### src/rtl/mem_access_unit.sv
// mem_access_unit: MEM-stage load/store controller in front of a word-addressed
// data memory. Converts byte-addressed byte/half/word requests into word
// accesses. Sub-word stores use read-modify-write. Loads are sign- or
// zero-extended. Misaligned and out-of-range requests are flagged.
//
// Ports:
//   clk, rst            rising-edge clock, synchronous active-low reset
//   req_*               request channel from EX/MEM (valid/ready handshake)
//   resp_valid/rdata    one-cycle completion pulse with extended load data
//   misalign_err        misaligned or illegal-size request (with resp_valid)
//   range_err           word index beyond MEM_WORDS (with resp_valid)
//   stall               hold the upstream pipeline
//   mem_*               word-index interface to the data memory
module mem_access_unit #(
  parameter int unsigned MEM_WORDS  = 1024,
  parameter int unsigned BIG_ENDIAN = 0
) (
  input  logic        clk,
  input  logic        rst,
  input  logic        req_valid,
  output logic        req_ready,
  input  logic        req_write,
  input  logic [1:0]  req_size,
  input  logic        req_unsigned,
  input  logic [31:0] req_addr,
  input  logic [31:0] req_wdata,
  output logic        resp_valid,
  output logic [31:0] resp_rdata,
  output logic        misalign_err,
  output logic        range_err,
  output logic        stall,
  output logic [31:0] mem_address,
  output logic        mem_readEn,
  output logic        mem_writeEn,
  output logic [31:0] mem_WriteData,
  input  logic [31:0] mem_ReadData
);

  localparam logic [1:0] SZ_BYTE = 2'b00;
  localparam logic [1:0] SZ_HALF = 2'b01;
  localparam logic [1:0] SZ_WORD = 2'b10;
  localparam logic [1:0] SZ_ILL  = 2'b11;

  typedef enum logic [2:0] {IDLE, RD, MRG, WR, RESP, ERR} state_t;

  state_t      state, state_nxt;

  // Captured request
  logic        write_q;
  logic [1:0]  size_q;
  logic        unsigned_q;
  logic [31:0] addr_q;
  logic [15:0] wdata_q;     // sub-word stores only need the low halfword
  logic [31:0] rd_word_q;   // word read during RD, merged in MRG

  logic        accept;
  logic        mis_c, rng_c;
  logic        rd_en_nxt, wr_en_nxt, resp_valid_nxt, mis_nxt, rng_nxt;
  logic [31:0] addr_nxt, wdata_nxt, rdata_nxt;

  // Lane mapping: big-endian mirrors byte and halfword lanes within the word
  function automatic logic [1:0] byte_lane(input logic [1:0] a);
    return (BIG_ENDIAN != 0) ? ~a : a;
  endfunction

  function automatic logic half_lane(input logic a1);
    return (BIG_ENDIAN != 0) ? ~a1 : a1;
  endfunction

  // Select the addressed lane of a read word and extend it
  function automatic logic [31:0] extract(input logic [31:0] word,
                                          input logic [1:0]  size,
                                          input logic        uns,
                                          input logic [1:0]  a);
    logic [4:0]  sh;
    logic [31:0] w;
    logic [31:0] res;
    sh  = '0;
    w   = word;
    res = word;
    case (size)
      SZ_BYTE: begin
        sh  = 5'({byte_lane(a), 3'b000});
        w   = word >> sh;
        res = uns ? {24'h0, w[7:0]} : {{24{w[7]}}, w[7:0]};
      end
      SZ_HALF: begin
        sh  = 5'({half_lane(a[1]), 4'b0000});
        w   = word >> sh;
        res = uns ? {16'h0, w[15:0]} : {{16{w[15]}}, w[15:0]};
      end
      default: res = word;
    endcase
    return res;
  endfunction

  // Replace the addressed byte/halfword lane of word with the store data
  function automatic logic [31:0] merge(input logic [31:0] word,
                                        input logic [15:0] data,
                                        input logic [1:0]  size,
                                        input logic [1:0]  a);
    logic [4:0]  sh;
    logic [31:0] mask;
    logic [31:0] ins;
    if (size == SZ_BYTE) begin
      sh   = 5'({byte_lane(a), 3'b000});
      mask = 32'h0000_00FF << sh;
      ins  = {4{data[7:0]}};
    end else begin
      sh   = 5'({half_lane(a[1]), 4'b0000});
      mask = 32'h0000_FFFF << sh;
      ins  = {2{data}};
    end
    return (word & ~mask) | (ins & mask);
  endfunction

  assign req_ready = (state == IDLE);
  assign accept    = req_valid && (state == IDLE);
  // Equivalent to busy || (req_valid while IDLE)
  assign stall     = (state != IDLE) || req_valid;

  // Request checks on the incoming (not yet captured) request
  assign mis_c = (req_size == SZ_ILL) ||
                 ((req_size == SZ_HALF) && req_addr[0]) ||
                 ((req_size == SZ_WORD) && (req_addr[1:0] != 2'b00));
  assign rng_c = 32'(req_addr[31:2]) >= MEM_WORDS;

  // State register
  always_ff @(posedge clk) begin
    if (!rst) state <= IDLE;
    else      state <= state_nxt;
  end

  // Next state and next values of the registered outputs
  always_comb begin
    state_nxt      = state;
    rd_en_nxt      = 1'b0;
    wr_en_nxt      = 1'b0;
    resp_valid_nxt = 1'b0;
    mis_nxt        = 1'b0;
    rng_nxt        = 1'b0;
    addr_nxt       = mem_address;
    wdata_nxt      = mem_WriteData;
    rdata_nxt      = resp_rdata;
    case (state)
      IDLE: begin
        if (req_valid) begin
          if (mis_c) begin
            state_nxt      = ERR;
            resp_valid_nxt = 1'b1;
            mis_nxt        = 1'b1;
            rdata_nxt      = '0;
          end else if (rng_c) begin
            state_nxt      = ERR;
            resp_valid_nxt = 1'b1;
            rng_nxt        = 1'b1;
            rdata_nxt      = '0;
          end else if (req_write && (req_size == SZ_WORD)) begin
            state_nxt = WR;
            wr_en_nxt = 1'b1;
            addr_nxt  = 32'(req_addr[31:2]);
            wdata_nxt = req_wdata;
          end else begin
            state_nxt = RD;
            rd_en_nxt = 1'b1;
            addr_nxt  = 32'(req_addr[31:2]);
          end
        end
      end
      RD: begin
        if (write_q) begin
          state_nxt = MRG;
        end else begin
          state_nxt      = RESP;
          resp_valid_nxt = 1'b1;
          rdata_nxt      = extract(mem_ReadData, size_q, unsigned_q, addr_q[1:0]);
        end
      end
      MRG: begin
        state_nxt = WR;
        wr_en_nxt = 1'b1;
        addr_nxt  = 32'(addr_q[31:2]);
        wdata_nxt = merge(rd_word_q, wdata_q, size_q, addr_q[1:0]);
      end
      WR: begin
        state_nxt      = RESP;
        resp_valid_nxt = 1'b1;
        rdata_nxt      = '0;
      end
      RESP:    state_nxt = IDLE;
      ERR:     state_nxt = IDLE;
      default: state_nxt = IDLE;
    endcase
  end

  // Request capture, read-data capture and output registers
  always_ff @(posedge clk) begin
    if (!rst) begin
      write_q       <= 1'b0;
      size_q        <= '0;
      unsigned_q    <= 1'b0;
      addr_q        <= '0;
      wdata_q       <= '0;
      rd_word_q     <= '0;
      mem_readEn    <= 1'b0;
      mem_writeEn   <= 1'b0;
      mem_address   <= '0;
      mem_WriteData <= '0;
      resp_valid    <= 1'b0;
      resp_rdata    <= '0;
      misalign_err  <= 1'b0;
      range_err     <= 1'b0;
    end else begin
      if (accept) begin
        write_q    <= req_write;
        size_q     <= req_size;
        unsigned_q <= req_unsigned;
        addr_q     <= req_addr;
        wdata_q    <= req_wdata[15:0];
      end
      if (state == RD) rd_word_q <= mem_ReadData;
      mem_readEn    <= rd_en_nxt;
      mem_writeEn   <= wr_en_nxt;
      mem_address   <= addr_nxt;
      mem_WriteData <= wdata_nxt;
      resp_valid    <= resp_valid_nxt;
      resp_rdata    <= rdata_nxt;
      misalign_err  <= mis_nxt;
      range_err     <= rng_nxt;
    end
  end

endmodule
### config.mk
export PLATFORM = sky130hd
export DESIGN_NAME = mem_access_unit
export DESIGN_NICKNAME = d
export VERILOG_FILES = /design/src/rtl/mem_access_unit.sv
export SDC_FILE = /design/constraint.sdc
export NUM_CORES = 1
export LEC_CHECK = 0
export BUFFER_PORTS_ARGS = -buffer_cell sky130_fd_sc_hd__buf_2
export CAP_MARGIN = 25
export CORE_MARGIN = 1.5
export CORE_UTILIZATION = 36
export CTS_CLUSTER_SIZE = 14
export DETAILED_ROUTE_END_ITERATION = 7
export GPL_TIMING_DRIVEN = 0
export MAX_ROUTING_LAYER = met4
export PLACE_DENSITY_LB_ADDON = 0.12
export REMOVE_ABC_BUFFERS = 1
export SYNTH_ARGS = -nofsm -noshare
export SYNTH_HDL_FRONTEND = slang
export SYNTH_SLANG_ARGS = --single-unit
### constraint.sdc
create_clock -name clk -period 3.95 [get_ports clk]
set_input_delay 0.9875 -clock clk [delete_from_list [all_inputs] [get_ports clk]]
set_output_delay 0.9875 -clock clk [all_outputs]
set_load 0.01 [all_outputs]
==> results of run 1 <==
-- cell usage in the layout (no fill, tap or decap), drive strengths merged, types with 4 or more instances in the layout --
master	n
a211oi	40
a21o	8
a21oi	108
a22o	39
a31oi	7
a32o	6
a32oi	10
and3	17
buf	213
clkbuf	17
clkinv	4
dfxtp	186
inv	13
mux2i	24
nand2	195
nand2b	26
nand3	12
nand4	18
nor2	30
nor3	36
nor4	5
o21ai	38
o2bb2ai	7
o31ai	9
-- kinds of logic (layout without fill, tap and decap cells) --
kind of cell | count (synthesis) | in the layout | synth area share
other cells | 1 | 3 | 0.000475
flops | 186 | 186 | 0.472
compound gates | 284 | 284 | 0.237
buf+inv | 90 | 250 | 0.0507
simple gates | 354 | 354 | 0.209
mux | 24 | 24 | 0.0304
-- cells in the mapped netlist (2+ instances only) --
cell       count
buf_4          3
a21oi_1      107
or3b_1         2
a21o_1         8
nor2_1        28
a32oi_1       10
buf_1          3
a32o_1         6
nor2b_1        2
and4_1         2
o31a_1         2
nor4b_1        2
a211oi_1      40
nand2_1      195
and3_1        17
buf_6          4
nand3_1       12
clkbuf_1      58
inv_1          4
nor3_4         2
nor4_1         5
nor3_1        34
nand4_1       17
nand3b_1       2
a31oi_1        7
dfxtp_1      186
buf_2         17
o22ai_1        2
o2bb2ai_1      7
mux2i_1       24
o31ai_1        8
o21ai_0       38
nand2b_1      26
a22o_1        39
-- stage by stage --
| step | std cells | setup WS, ns | hold slack, ns | util | setup TNS (ns) |
|---|---|---|---|---|---|
| 3_3_place_gp | 1333 | -1.34 | 0.439 | 0.417 | -42.44 |
| 2_1_floorplan | 855 | 0.802 | 0.432 | - | 0 |
| 4_1_cts | 1375 | 0.705 | 0.454 | 0.458 | 0 |
| 3_5_place_dp | 1343 | 0.260 | 0.444 | 0.429 | 0 |
| 6_report | 1376 | 0.728 | 0.451 | 0.458 | 0 |
| 5_1_grt | 1376 | 0.522 | 0.472 | 0.458 | 0 |
-- routing by layer --
layer / global-route usage / vias up / share of wire
met3: 0.0437 / 9 / 0.046
met2: 0.330 / 151 / 0.46
met5: - / - / 0
met1: 0.308 / 3442 / 0.49
met4: 0.0437 / 0 / 0.0053
li1: - / 3648 / -
-- where the power goes --
| part | internal (W) | total (W) | switching [W] |
|---|---|---|---|
| combinational | 0.000252 | 0.000664 | 0.000412 |
| clock | 0.000912 | 0.00176 | 0.000848 |
| sequential | 0.00197 | 0.00205 | 0.0000783 |
-- sequential cells by signal, indices dropped and copies added, names as in the netlist --
signal,flops
mem_WriteData,32
resp_rdata,32
mem_writeEn,1
unsigned_q,1
rd_word_q,32
mem_address,30
write_q,1
misalign_err,1
addr_q,32
range_err,1
size_q,2
wdata_q,16
state,3
resp_valid,1
mem_readEn,1
-- worst max-delay path: cells and delay by family --
| kind | cells | cell delay [ns] |
|---|---|---|
| buf+inv | 3 | 1.32 |
| compound gates | 2 | 0.63 |
| simple gates | 1 | 0.62 |
-- final timing paths --
check	startpoint	end	slack, ns	depth (start not counted)
setup / recovery	rst	resp_rdata[16]	0.73	6
hold / removal	rd_word_q[10]	rd_word_q[10]	0.45	2
setup reg to reg	size_q[1]	mem_WriteData[3]	1.07	5
hold reg to reg	rd_word_q[10]	rd_word_q[10]	0.45	2
-- area by class of cell --
cell class              count  area [um^2]  share of cell area
diodes                      1         2.50            0.000257
clock buffers              17          425              0.0437
clock inverters            15          180              0.0185
inverters                   5         21.3             0.00218
multi-input cells         664         3810               0.391
flip-flops and latches    186         3720               0.382
well taps                 275          344              0.0353
repair buffers            213         1240               0.127
==> metrics.md, run 1 <==
| Metric | Value |
|---|---|
| Status | `finished, final reports clean` |
| GR Util All Layers | `0.220` |
| Yosys warns | `0` |
| Later-pin clock latency in the skew report | `between 0.4 and 0.5 ns` |
| Chip height | `roughly 150 um` |
| Area fraction of the dominant cell type after synthesis | `0.472` |
| Slowest Stage Delay on Critical Path | `around 0.62 ns` |
| Final Cycle Share | `0.816` |
| Post-CTS Setup Bufs | `0` |
| CTS Hold Bufs | `0` |
| Total gr overflow | `0` |
| Largest net degree at the start of global routing | `62` |
| Antenna violations before repair | `1` |
| Sequential fraction of the synthesis area | `0.472` |
| Worst hold-check path type | `register to register` |
| Worst vdd ir | `between 200 and 250 uV` |
| WS Path Type | `input port to register` |
| First-pass GRT wire length | `about 38000 um` |
| Die area | `around 0.023 mm^2` |
| Clock Skew | `around 0.012 ns` |
| Clock Tree Root | `clkbuf_16` |
| Seq cells post-synth | `approximately 190` |
| Layout cells sized above 1 | `0.237` |
| Final WL | `24500 um` |
| TritonCTS Sinks | `about 190` |
| CP Max Fanout | `61` |
| Slowest-stage cell, CP | `nor3_4` |
| Area leader, netlist | `dfxtp_1` |
| Max Slew Vio Count | `0` |
| Io pins | `206` |
| Arr. time, crit path | `approximately 3.6 ns` |
| Post-Synthesis Cells | `around 940` |
| Crit path time final | `between 3 and 4 ns` |
| Syn-to-layout area delta | `23.5%` |
| Hold Vio Cnt, Final | `0` |
| Slew @ Worst Pin | `~1 ns` |
| H-Tree Depth | `4` |
| DRT antenna net count | `0` |
| Drt via density | `5.27` |
| Max Cap Viol | `0` |
| DR WL/cell | `around 18 um` |
| Asr flop ratio synth | `0` |
| Vias in the first global route | `between 6000 and 7000` |
| TritonCTS clock tree | `built` |
| Clock Tree Buf Depth | `2` |
| Post-DP Area | `between 0.009 and 0.01 mm^2` |
| Total power | `0.00448 W` |
| PwrDens | `459 mW/mm^2` |
| Mean area per synthesized cell | `8.40 um^2` |
| CTS clock-pin slew for the worst setup and hold paths | `about 0.080 ns` |
| Total vias in the final route | `about 7300` |
| RSZ-0062 raised after global routing | `no` |
| Post-DP HPWL | `approximately 17000 um` |
| Resized cells post-CTS | `0` |
| CP Capture Type | `register` |
| Post-Syn Area | `just under 0.008 mm^2` |
| Peak Freq | `~0.31 GHz` |
| Initial Utilization | `0.371` |
| Post-synth cell types | `54` |
| CP Data Required Time | `4.33 ns` |
| Fill cells | `between 2000 and 2500` |
| Site Rows | `53` |
| Post-route cell area | `~0.01 mm^2` |
| Final net count | `1190` |
| Leak pwr | `~4.1 nW` |
| Routability cong. | `0.792` |
| Post-synth top flop | `dfxtp_1` |
| CP startpoint kind | `input port` |
| Core area | `0.0213 mm^2` |
| Initial drt markers | `255` |
| # port buffers | `around 200` |
| DRC Markers | `0` |
| Number of CTS-inserted buffers | `17` |
| First-pass detailed-route iteration total | `4` |
| Number of enable flip-flop cells after synthesis | `0` |
| Finish-stage setup viols | `0` |
| Largest cells by area after synthesis | `dfxtp_1 (47%), nand2_1 (9.3%), a21oi_1 (6.8%), a22o_1 (4.3%), a211oi_1 (3.8%)` |
| Die width | `about 150 um` |
| Max-slew headroom | `0.344` |
| Worst path cell trace | `buf_2 -> inv_4 -> buf_16 -> nor3_4 -> o221a_4 -> a22o_1` |
(Power assumes the default switching activity.)
==> inputs of run 2 (changes only) <==
==> constraint.sdc (replaced) <==
create_clock -name clk -period 3.2 [get_ports clk]
set_input_delay 0.8 -clock clk [delete_from_list [all_inputs] [get_ports clk]]
set_output_delay 0.8 -clock clk [all_outputs]
set_load 0.01 [all_outputs]
==> run 2 against run 1 <==
  * Clock skew shrank 0.00079 ns
  * Final area is the same
  * First-iteration DRC count is the same
  * Highest routed layer unchanged
  * Critical endpoint is now mem_WriteData[26]
  * Worst setup slack lost 0.52 ns
  * Via count is essentially flat
==> metrics.md, run 2 (synthesis results as in run 1) <==
| Metric | Value |
|---|---|
| Site Rows | `53 (unchanged)` |
| Die width | `151 um (unchanged)` |
| Peak Freq | `roughly 0.33 GHz` |
| DRT antenna net count | `0 (unchanged)` |
| Psw | `0.00165 W (+23%)` |
| Dpl cells | `1343 (unchanged)` |
| Later-pin clock latency in the skew report | `0.44 ns (about the same)` |
| Finish-stage setup viols | `0 (unchanged)` |
| Vias in the first global route | `6674 (unchanged)` |
| Sw frac | `0.299 (about the same)` |
| Max Cap Viol | `0 (unchanged)` |
| Clock Tree Root | `clkbuf_16` |
| Flop-to-flop setup slack | `0.32 ns (-0.75 ns)` |
| First-pass detailed-route iteration total | `4 (unchanged)` |
| Total gr overflow | `0 (unchanged)` |
| Final WL | `24600 um (+0.29%)` |
| CTS Hold Bufs | `0 (unchanged)` |
| CP startpoint kind | `input port` |
| Area of the multi-input gates | `0.00381 mm^2 (unchanged)` |
| Worst hold-check path type | `register to register` |
| Seq. cell area | `0.00372 mm^2 (unchanged)` |
| Combinational group share of total power | `0.148 (about the same)` |
| Cell Int Power | `0.00387 W (+23%)` |
| Final Cycle Share | `0.936` |
| TritonCTS clock tree | `built` |
| Most frequent cells in the layout | `buf_2 (203), nand2_1 (193), dfxtp_1 (185)` |
| Max Slew Vio Count | `0 (unchanged)` |
| H-Tree Depth | `4 (unchanged)` |
| Crit path time final | `around 3 ns` |
| Largest net degree at the start of global routing | `62 (unchanged)` |
| GR Util All Layers | `0.220 (unchanged)` |
| Total vias in the final route | `7257 (+0.097%)` |
| Layout cells sized above 1 | `0.237 (unchanged)` |
| Routability cong. | `0.792 (unchanged)` |
| Fill cells | `2155 (unchanged)` |
| CTS clock-pin slew for the worst setup and hold paths | `0.07 ns (about the same)` |
| CP Capture Type | `register` |
| Final net count | `1190 (unchanged)` |
| Leak pwr | `4.05 nW (about the same)` |
| WS Path Type | `input port to register` |
| Worst hold slack | `0.452 ns (+0.000382 ns)` |
| Clock Power Share | `0.393 (about the same)` |
| Initial drt markers | `255 (unchanged)` |
| Core area | `0.0213 mm^2 (unchanged)` |
| Hold depth | `2 (unchanged)` |
| CP Data Required Time | `3.48 ns (-0.85 ns)` |
| Die area | `0.0228 mm^2 (unchanged)` |
| Number of CTS-inserted buffers | `17 (unchanged)` |
| PwrDens | `567 mW/mm^2 (+23%)` |
| CP Max Fanout | `17 (-72%)` |
| Io pins | `206 (unchanged)` |
| RSZ-0062 raised after global routing | `no` |
| Chip height | `151 um (unchanged)` |
| R2r worst-path depth | `5 (unchanged)` |
| Worst vdd ir | `307 uV (+24%)` |
| Sequential group share of total power | `0.459 (about the same)` |
| DR WL/cell | `17.9 um (+0.29%)` |
| First-pass GRT wire length | `37800 um (unchanged)` |
| Post-DP HPWL | `17200 um (unchanged)` |
| Commonest non-fill, non-tap cell in the layout | `buf_2` |
| Slew @ Worst Pin | `0.990 ns (+0.00832 ns)` |
| Clock Tree Buf Depth | `2 (unchanged)` |
| Syn-to-layout area delta | `23.5% (unchanged)` |
| Util after Layout | `0.458 (unchanged)` |
| TritonCTS Sinks | `186 (unchanged)` |
| Clock Skew | `0.0117 ns (-0.000788 ns)` |
| Drt via density | `5.27 (about the same)` |
| Hold Vio Cnt, Final | `0 (unchanged)` |
| Antenna violations before repair | `1 (unchanged)` |
| Status | `finished, final reports clean` |
| Initial Utilization | `0.371 (unchanged)` |
| # port buffers | `203 (unchanged)` |
| DRC Markers | `0 (unchanged)` |
| Max-slew headroom | `0.338 (-0.00664)` |
| Arr. time, crit path | `3.28 ns (-0.32 ns)` |
| Non-Filler Instances | `1376 (unchanged)` |
-- run 2: path summary, 6_finish.rpt --
path | startpoint | end
hold reg to reg | rd_word_q[11] | rd_word_q[11]
setup reg to reg | size_q[1] | mem_WriteData[3]
hold / removal | rd_word_q[11] | rd_word_q[11]
setup / recovery | req_addr[12] | mem_WriteData[26]
-- run 2: timing repair --
item | 4_1_cts | 5_1_grt
setup endpoints to repair | 0 | 16
resized for setup | 0 | 0
setup buffers | 0 | 0
-- run 2: critical path, cell delays in order --
cell and delay [ns]:
buf_2 0.10, nor4_1 0.72, o211a_1 0.32, nand4_2 0.47, nand2_1 0.70, a211oi_1 0.15
-- run 2: power groups by stage --
stage                     Sequential, W  Clock (W)  Combinational, W
after global placement          0.00259          0          0.000750
after CTS                       0.00253    0.00222          0.000825
after detailed placement        0.00259          0          0.000822
after global routing            0.00255    0.00232          0.000908
final                           0.00253    0.00217          0.000820
after floorplan                 0.00258          0          0.000435
-- run 2: area by class of cell --
class	instances	share of cell area
clock inverters	15	0.0185
well taps	275	0.0353
diodes	1	0.000257
repair buffers	213	0.127
clock buffers	17	0.0437
flip-flops and latches	186	0.382
inverters	5	0.00218
multi-input cells	664	0.391
-- run 2: through the flow --
stage | TNS (ns) | setup slack [ns] | total power [W] | instance area [um^2]
floorplan | 0 | 0.240 | 0.00302 | 7510
global placement | -116.10 | -1.90 | 0.00334 | 8870
detailed placement | -8.13 | -0.302 | 0.00341 | 9140
CTS | 0 | 0.143 | 0.00558 | 9740
global route | 0 | 0.0214 | 0.00578 | 9740
finish | 0 | 0.205 | 0.00552 | 9740
-- run 2: per-layer routing --
| metal | share of wire | GRT usage |
|---|---|---|
| met5 | 0 | - |
| met4 | 0.0047 | 0.0437 |
| met3 | 0.042 | 0.0437 |
| met2 | 0.46 | 0.330 |
| met1 | 0.49 | 0.308 |
